--- config.mk ---
export PLATFORM = sky130hd
export DESIGN_NAME = top_mul_arb_rr
export DESIGN_NICKNAME = d
export VERILOG_FILES = /design/src/rtl/top_mul_arb_pkg.sv /design/src/rtl/top_mul_arb_rr_pick.sv /design/src/rtl/top_mul_arb_rr.sv
export SDC_FILE = /design/constraint.sdc
export NUM_CORES = 1
export LEC_CHECK = 0
export ABC_AREA = 1
export CAP_MARGIN = 10
export CORE_ASPECT_RATIO = 1.4
export CORE_MARGIN = 2
export CORE_UTILIZATION = 45
export DETAILED_ROUTE_END_ITERATION = 12
export HOLD_SLACK_MARGIN = 0.1
export PLACE_DENSITY = 0.74
export SLEW_MARGIN = 0
export SYNTH_ARGS = -nofsm -noshare
export SYNTH_HDL_FRONTEND = slang
export SYNTH_SLANG_ARGS = --single-unit
--- constraint.sdc ---
create_clock -name ap_clk -period 7.1 [get_ports ap_clk]
set_input_delay 1.065 -clock ap_clk [delete_from_list [all_inputs] [get_ports ap_clk]]
set_output_delay 1.065 -clock ap_clk [all_outputs]
set_load 0.02 [all_outputs]
--- src/rtl/top_mul_arb_pkg.sv ---
// ============================================================================
// Module      : top_mul_arb_pkg
// Description : Shared widths, pipeline stage record and exact-product helper
//               for the round-robin multiplier arbiter.
// Revision    : 1.0 - initial release
// ============================================================================
`default_nettype none

package top_mul_arb_pkg;

    localparam int A_W      = 8;
    localparam int B_W      = 20;
    localparam int P_W      = 28;
    // Widest requester index (NUM_REQ up to 16); narrower tops use the low bits.
    localparam int ID_MAX_W = 4;

    typedef struct packed {
        logic                  vld;
        logic [ID_MAX_W-1:0]   id;
        logic signed [P_W-1:0] p;
    } stage_t;

    // Unsigned-8 x signed-20 product, exact in 28 bits.
    function automatic logic signed [P_W-1:0] mul_exact(
        input logic [A_W-1:0]        a,
        input logic signed [B_W-1:0] b
    );
        return P_W'($signed({1'b0, a})) * P_W'(b);
    endfunction

endpackage

`default_nettype wire

--- src/rtl/top_mul_arb_rr_pick.sv ---
// ============================================================================
// Module      : top_mul_arb_rr_pick
// Description : Combinational cyclic priority picker: first valid index at or
//               after ptr, wrapping around NUM_REQ.
// Revision    : 1.0 - initial release
// ============================================================================
`default_nettype none

module top_mul_arb_rr_pick #(
    parameter  int NUM_REQ = 4,
    localparam int ID_W    = $clog2(NUM_REQ)
) (
    input  logic [NUM_REQ-1:0] req_vld,
    input  logic [ID_W-1:0]    ptr,
    output logic [ID_W-1:0]    grant,
    output logic               any_req
);

    int w_idx;

    // Scan from the farthest offset down so the nearest request wins last.
    always_comb begin
        grant   = '0;
        any_req = 1'b0;
        w_idx   = 0;
        for (int k = NUM_REQ - 1; k >= 0; k--) begin
            w_idx = int'(ptr) + k;
            if (w_idx >= NUM_REQ) begin
                w_idx = w_idx - NUM_REQ;
            end
            if (req_vld[w_idx[ID_W-1:0]]) begin
                grant   = w_idx[ID_W-1:0];
                any_req = 1'b1;
            end
        end
    end

endmodule

`default_nettype wire

--- src/rtl/top_mul_arb_rr.sv ---
// ============================================================================
// Module      : top_mul_arb_rr
// Description : Round-robin arbiter sharing one 8x20 multiplier among NUM_REQ
//               requesters through a LATENCY-stage stallable pipeline.
//               Optional counters: define TOP_MUL_ARB_PERF_EN.
// Revision    : 1.0 - initial release
// ============================================================================
`default_nettype none

module top_mul_arb_rr
    import top_mul_arb_pkg::*;
#(
    parameter  int NUM_REQ = 4,
    parameter  int LATENCY = 3,
    localparam int ID_W    = $clog2(NUM_REQ)
) (
    input  logic                   ap_clk,
    input  logic                   ap_rst,
    input  logic [NUM_REQ-1:0]     req_vld,
    output logic [NUM_REQ-1:0]     req_rdy,
    input  logic [NUM_REQ*A_W-1:0] req_a,
    input  logic [NUM_REQ*B_W-1:0] req_b,
    output logic                   res_vld,
    input  logic                   res_rdy,
    output logic [ID_W-1:0]        res_id,
    output logic signed [P_W-1:0]  res_p
`ifdef TOP_MUL_ARB_PERF_EN
    ,
    output logic [31:0]            perf_busy_cnt,
    output logic [31:0]            perf_stall_cnt
`endif
);

    stage_t                r_stage_q [LATENCY];
    stage_t                w_stage_d [LATENCY];
    logic [ID_W-1:0]       r_ptr_q;
    logic [ID_W-1:0]       w_ptr_d;
    logic [ID_W-1:0]       w_grant;
    logic                  w_any;
    logic                  w_last_vld;
    logic                  w_adv;
    logic                  w_xfer;
    logic [A_W-1:0]        w_a;
    logic signed [B_W-1:0] w_b;
    logic signed [P_W-1:0] w_prod;
    logic                  w_unused_id;

    top_mul_arb_rr_pick #(
        .NUM_REQ (NUM_REQ)
    ) u_pick (
        .req_vld (req_vld),
        .ptr     (r_ptr_q),
        .grant   (w_grant),
        .any_req (w_any)
    );

    assign w_last_vld = r_stage_q[LATENCY-1].vld;
    assign w_adv      = !(w_last_vld && !res_rdy);
    assign w_xfer     = w_any && w_adv && !ap_rst;

    always_comb begin
        req_rdy = '0;
        if (w_any && !ap_rst) begin
            req_rdy[w_grant] = w_adv;
        end
    end

    assign w_a    = req_a[int'(w_grant)*A_W +: A_W];
    assign w_b    = req_b[int'(w_grant)*B_W +: B_W];
    // Kept as a bare multiply so the tools map it onto a DSP slice.
    assign w_prod = P_W'($signed({1'b0, w_a})) * P_W'(w_b);

    always_comb begin
        for (int k = 0; k < LATENCY; k++) begin
            w_stage_d[k] = r_stage_q[k];
        end
        if (w_adv) begin
            w_stage_d[0].vld = w_xfer;
            w_stage_d[0].id  = w_xfer ? ID_MAX_W'(w_grant) : '0;
            w_stage_d[0].p   = w_xfer ? w_prod : '0;
            for (int k = 1; k < LATENCY; k++) begin
                w_stage_d[k] = r_stage_q[k-1];
            end
        end
    end

    always_comb begin
        w_ptr_d = r_ptr_q;
        if (w_xfer) begin
            w_ptr_d = (int'(w_grant) == NUM_REQ - 1) ? '0 : w_grant + 1'b1;
        end
    end

    always_ff @(posedge ap_clk) begin
        if (ap_rst) begin
            r_ptr_q <= '0;
            for (int k = 0; k < LATENCY; k++) begin
                r_stage_q[k] <= '0;
            end
        end else begin
            r_ptr_q <= w_ptr_d;
            for (int k = 0; k < LATENCY; k++) begin
                r_stage_q[k] <= w_stage_d[k];
            end
        end
    end

    assign res_vld     = r_stage_q[LATENCY-1].vld;
    assign res_id      = r_stage_q[LATENCY-1].id[ID_W-1:0];
    assign res_p       = r_stage_q[LATENCY-1].p;
    assign w_unused_id = ^r_stage_q[LATENCY-1].id;

`ifdef TOP_MUL_ARB_PERF_EN
    logic [31:0] r_busy_q;
    logic [31:0] w_busy_d;
    logic [31:0] r_stall_q;
    logic [31:0] w_stall_d;

    // Saturating event counters.
    always_comb begin
        w_busy_d  = r_busy_q;
        w_stall_d = r_stall_q;
        if (w_xfer && (r_busy_q != '1)) begin
            w_busy_d = r_busy_q + 32'd1;
        end
        if (w_last_vld && !res_rdy && (r_stall_q != '1)) begin
            w_stall_d = r_stall_q + 32'd1;
        end
    end

    always_ff @(posedge ap_clk) begin
        if (ap_rst) begin
            r_busy_q  <= '0;
            r_stall_q <= '0;
        end else begin
            r_busy_q  <= w_busy_d;
            r_stall_q <= w_stall_d;
        end
    end

    assign perf_busy_cnt  = r_busy_q;
    assign perf_stall_cnt = r_stall_q;
`endif

endmodule

`default_nettype wire

Yosys cells after proc, flatten, opt, wreduce, memory -nomap -nowiden
Memory sizes are Yosys's and may differ from the RTL's.
Index checks and enable logic that the tools add are counted.
{"block": "op_classes", "shift": 2, "muxes": 33, "n_reduce_logical": 8, "n_eq_ne": 1, "mul": 2, "n_bitwise": 4, "n_lt_le_gt_ge": 10, "n_addsub": 8}
{"op": "33-bit two-way mux", "count": 3}
{"op": "99-bit two-way mux", "count": 1}
{"op": "80-bit by 8-bit variable part select with 20-bit output", "count": 1}
{"op": "32-bit by 6-bit variable part select with 8-bit output", "count": 1}
{"op": "9-bit by 20-bit multiplier with 28-bit output", "count": 1}
{"op": "28-bit two-way mux", "count": 1}
{"op": "2-bit two-way mux", "count": 10}
{"op": "2-bit by 3-bit < comparator with 1-bit output (second input constant)", "count": 5}
{"op": "1-bit two-way mux", "count": 12}
{"op": "3-bit >= comparator (second input constant)", "count": 3}
{"op": "1-bit binary-select mux with 2-bit select", "count": 4}
{"op": "2-bit by 1-bit subtractor with 2-bit output (second input constant)", "count": 4}
{"op": "2-bit by 2-bit adder with 3-bit output (second input constant)", "count": 2}
{"op": "1-bit logical AND", "count": 5}
{"op": "2-bit by 3-bit multiplier with 5-bit output (second input constant)", "count": 1}
{"op": "4-bit bitwise AND", "count": 1}
{"op": "4-bit two-way mux", "count": 1}
{"op": "2-bit by 1-bit adder with 3-bit output (second input constant)", "count": 1}
{"op": "2-bit by 3-bit >= comparator with 1-bit output (second input constant)", "count": 1}
{"op": "1-bit zero test", "count": 3}
{"op": "1-bit bitwise OR", "count": 3}
{"op": "2-bit by 1-bit adder with 2-bit output (second input constant)", "count": 1}
{"op": "1-bit demux with 2-bit select", "count": 1}
{"op": "2-bit by 1-bit equality test with 1-bit output (second input constant)", "count": 1}
{"op": "2-bit by 1-bit >= comparator with 1-bit output (second input constant)", "count": 1}
{"block": "word_totals", "memories": 1, "out_inout_bits": 35, "ff_bits": 2, "ramBits": 99, "elab_cells": 70, "inputBits": 119}
{"memory": "r_stage_q", "depth": 3, "width": 33, "read_ports": 3, "rd_clocked_by_memory_dff": 0, "write_ports": 3, "line": "top_mul_arb_rr.sv:34", "source": "stage_t r_stage_q [LATENCY];"}

Depth between registers and ports, before layout
{"block": "depth", "ltp_word": 15, "mapped_depth": 37, "depth_no_buf": 34}

By module
A second synthesis with hierarchy kept.
{"block": "hier_totals", "hier_cells": 1520, "area_unflattened_um2": 10777.8}
{"mod": "top_mul_arb_rr", "seq_area_each_um2": 1901.8, "area_per_inst_um2": 10562.6, "instances": 1, "cells_per_inst": 1476}
{"mod": "top_mul_arb_rr_pick", "seq_area_each_um2": 0.0, "area_per_inst_um2": 215.2, "instances": 1, "cells_per_inst": 44}

Worst setup path after synthesis
No wires, ideal clock.
{"block": "synth_path", "kind": "in2reg", "start": "input port req_vld[1]", "end": "memory r_stage_q[0][20] in the netlist's numbering", "setup_time_ns": 0.112, "path_slack_ns": 0.988, "cell_stages": 30, "n_path_buf": 2, "required_time_ns": 6.988, "t_arrival_ns": 6.000, "cell_sequence": "inv_1 -> o21ai_1 -> nand2_1 -> nand3_2 -> nand3_1 -> nand2_2 -> buf_6 -> nor2_1 -> nand3b_1 -> nand2_2 -> buf_6 -> nand2_1 -> fa_1 -> inv_1 -> fa_1 -> inv_1 -> fa_1 -> fa_1 -> inv_1 -> ha_1 -> a21oi_1 -> nand2_1 -> a21boi_0 -> o21ai_0 -> nand3_1 -> nand2_1 -> nor2_1 -> nor2_1 -> nand2_1 -> nand2_1"}
{"item": "start: declaration", "line": "top_mul_arb_rr.sv:19", "source": "input logic [NUM_REQ-1:0] req_vld,"}
{"item": "end: declaration", "line": "top_mul_arb_rr.sv:34"}

==> impl_metrics.py <==
metrics = {
    "cells_and_area": {
        "layout_common_cells": "inv_1, nand2_1, nor2_1, clkdlybuf4s50_1, fa_1",
        "nets": 1921,
        "final_common_cell": "inv_1",
        "drive_above_1_share_pct": 5.60,
        "antenna_cells": 0,
        "syn_to_final_growth_pct": 20.1,
        "fillers": 2177,
        "final_util_pct": 55.0,
    },
    "clock_tree": {
        "clk_pin_slew_ps": 60,
        "insertion_delay_ps": 340,
        "clockBufferDepth": 2,
        "cts_tree": "built",
        "htreeDepth": 3,
        "cts_buffers": 9,
        "root_buffer": "clkbuf_16",
        "cts_num_sinks": 95,
        "holdBufCountCts": 0,
    },
    "worst_setup_path": {
        "setup.worst_path.start_class": "primary input",
        "cp_data_arrival_time_ps": 6920,
        "r2r_end": "r_stage_q[0][25]$_SDFFE_PP0N_",
        "critPathTopFamily": "adder cells",
        "cp.required_ps": 7330,
        "cp-end-kind": "flip-flop",
        "cp_common_cell": "fa_1",
        "crit_type": "in2reg",
        "crit_path_max_fanout": 36,
        "timing.rr.start": "r_ptr_q[0]$_SDFFE_PP0P_",
        "cp_slowest_cell": "fa_1",
        "rrSetupSlack_ps": 960,
        "critPathBufInv": 5,
        "rr_worst_depth": 27,
        "slowest_delay_ps": 540,
    },
    "route": {
        "vias": 9508,
        "viasPerCell": 4.93,
        "ant_nets": 0,
        "drt_iter0_drc": 622,
        "post-route-drc-count": 0,
        "avgRoutedWirePerCell_um": 13.4,
        "wl_um": 25900,
        "firstDrtPassIters": 5,
    },
    "grt": {
        "grt_pass1_vias": 9714,
        "grt_first_pass_wirelength_um": 44500,
        "antenna_found_initial": 0,
        "track_usage_pct": 21.7,
        "grt_max_degree": 55,
        "grt-ovfl-total": 0,
    },
    "job": {
        "drv_cap": 0,
    },
    "sta": {
        "setup_viol": 0,
        "fin_crit_sh_pct": 94.3,
        "skew_ps": 9.10,
        "worst_slew_pin_slew_ps": 879,
        "hold_violations": 0,
        "post-route-min-period_ps": 6700,
        "relSlewSlack_pct": 41.2,
        "whs_ps": 450,
        "max_freq_ghz": 0.149,
        "drv_slew": 0,
        "rsz0062_at_grt": "no",
    },
    "status": {
        "status": "complete, no violations",
    },
    "logic_synthesis": {
        "synth_fp_nets": 1790,
        "synth_area_leaders": "fa_1, dfxtp_1, inv_1",
        "syn_inst": 1488,
        "synth_top_area_share_pct": 23.4,
        "synth_seq_area_share_pct": 17.9,
        "synth_seq_cells": 95,
        "yosys_warnings": 0,
        "synth_top_cell_by_area": "fa_1",
        "synth_cell_types": 34,
        "netlist_area_um2": 10600,
        "avgSynthCellArea_um2": 7.14,
    },
    "floorplanning": {
        "rows": 66,
        "core_region_area_um2": 23200,
        "die_x_um": 134,
        "io-pin-count": 154,
        "dieArea_um2": 24900,
        "initial_core_util_pct": 45.8,
        "die_y_um": 186,
    },
    "min_path": {
        "hold-path-endpoint": "r_stage_q[0][23]$_SDFFE_PP0N_",
        "hold_path.startpoint": "r_stage_q[0][23]$_SDFFE_PP0N_",
        "hp-class": "reg2reg",
        "hold_path_depth": 2,
    },
    "placed_design": {
        "io_buffers": 153,
        "dp_hpwl_um": 22000,
        "gp_congestion": 1.05,
    },
}
==> layout make-up <==
class | instances | area (µm²) | share of cell area (%)
Sequential cell | 95 | 1900 | 14.9
Multi-Input combinational cell | 1005 | 7070 | 55.4
Tap cell | 306 | 383 | 3.00
Timing Repair Buffer | 199 | 1960 | 15.4
Clock inverter | 4 | 31.3 | 0.245
Clock buffer | 12 | 246 | 1.93
Inverter | 309 | 1160 | 9.09
==> synthesized netlist by cell type, drive strengths merged <==
cell    number
a21boi       4
a21o         3
a21oi       39
buf         63
clkbuf      16
clkinv       1
dfxtp       95
fa         124
ha          59
inv        308
nand2      278
nand3       34
nand3b      48
nand4        4
nor2       220
nor3         4
nor4         3
o211ai       3
o21a         2
o21ai      136
o21bai       2
o22ai       30
or2          1
xnor2       10
xor2         1
==> stage by stage <==
stage	setup slack [ps]	TNS (ps)	cell area, µm²	std cells
finish	401	0	12800	1930
global route	32.7	0	12800	1930
CTS	149	0	12700	1929
detailed placement	-187	-187	12400	1913
global placement	-114	-114	12400	1913
floorplan	988	0	10600	1488
==> what timing repair did <==
item / 4_1_cts / 5_1_grt
setup buffers: 0 / 1
gates resized for setup: 0 / 20
endpoints found under the setup margin: 0 / 10
==> registers in the layout, indices dropped and copies added, names as in the netlist <==
register,flops
r_stage_q,93
r_ptr_q,2
==> cell families after synthesis <==
family / count (synthesis) / share of synthesized area [%]
compound gates: 219 / 11.0
xor+xnor: 11 / 0.907
fa+ha+maj: 183 / 30.3
buf+inv: 388 / 16.1
flops: 95 / 17.9
simple gates: 592 / 23.8
==> per-layer routing <==
| metal | wire length (µm) | track usage, % |
|---|---|---|
| met1 | 10800 | 25.4 |
| met2 | 13400 | 41.4 |
| met3 | 1100 | 1.91 |
| met4 | 632 | 7.53 |
| met5 | 0 | 0 |
==> tightest hold or removal path: cells and delay by family, from the launching register on <==
kind	cells	cell delay (ps)
and+or+nand+nor	2	100
DFF	1	310
==> worst max-delay path by stage <==
| stage | from | endpoint | slack [ps] | cells after the start |
|---|---|---|---|---|
| 2_1_floorplan | req_vld[1] | r_stage_q[0][20]$_SDFFE_PP0N_ | 990 | 30 |
| 3_3_place_gp | req_vld[1] | r_stage_q[0][24]$_SDFFE_PP0N_ | -110 | 28 |
| 6_report | req_vld[3] | r_stage_q[0][25]$_SDFFE_PP0N_ | 400 | 26 |
| 3_5_place_dp | req_vld[1] | r_stage_q[0][24]$_SDFFE_PP0N_ | -190 | 28 |
| 5_1_grt | req_vld[1] | r_stage_q[0][15]$_SDFFE_PP0N_ | 30 | 31 |
| 4_1_cts | req_vld[1] | r_stage_q[0][24]$_SDFFE_PP0N_ | 150 | 28 |
Power is not shown: default switching activity piles up to over one toggle a cycle in this logic, so the estimate is an artifact.
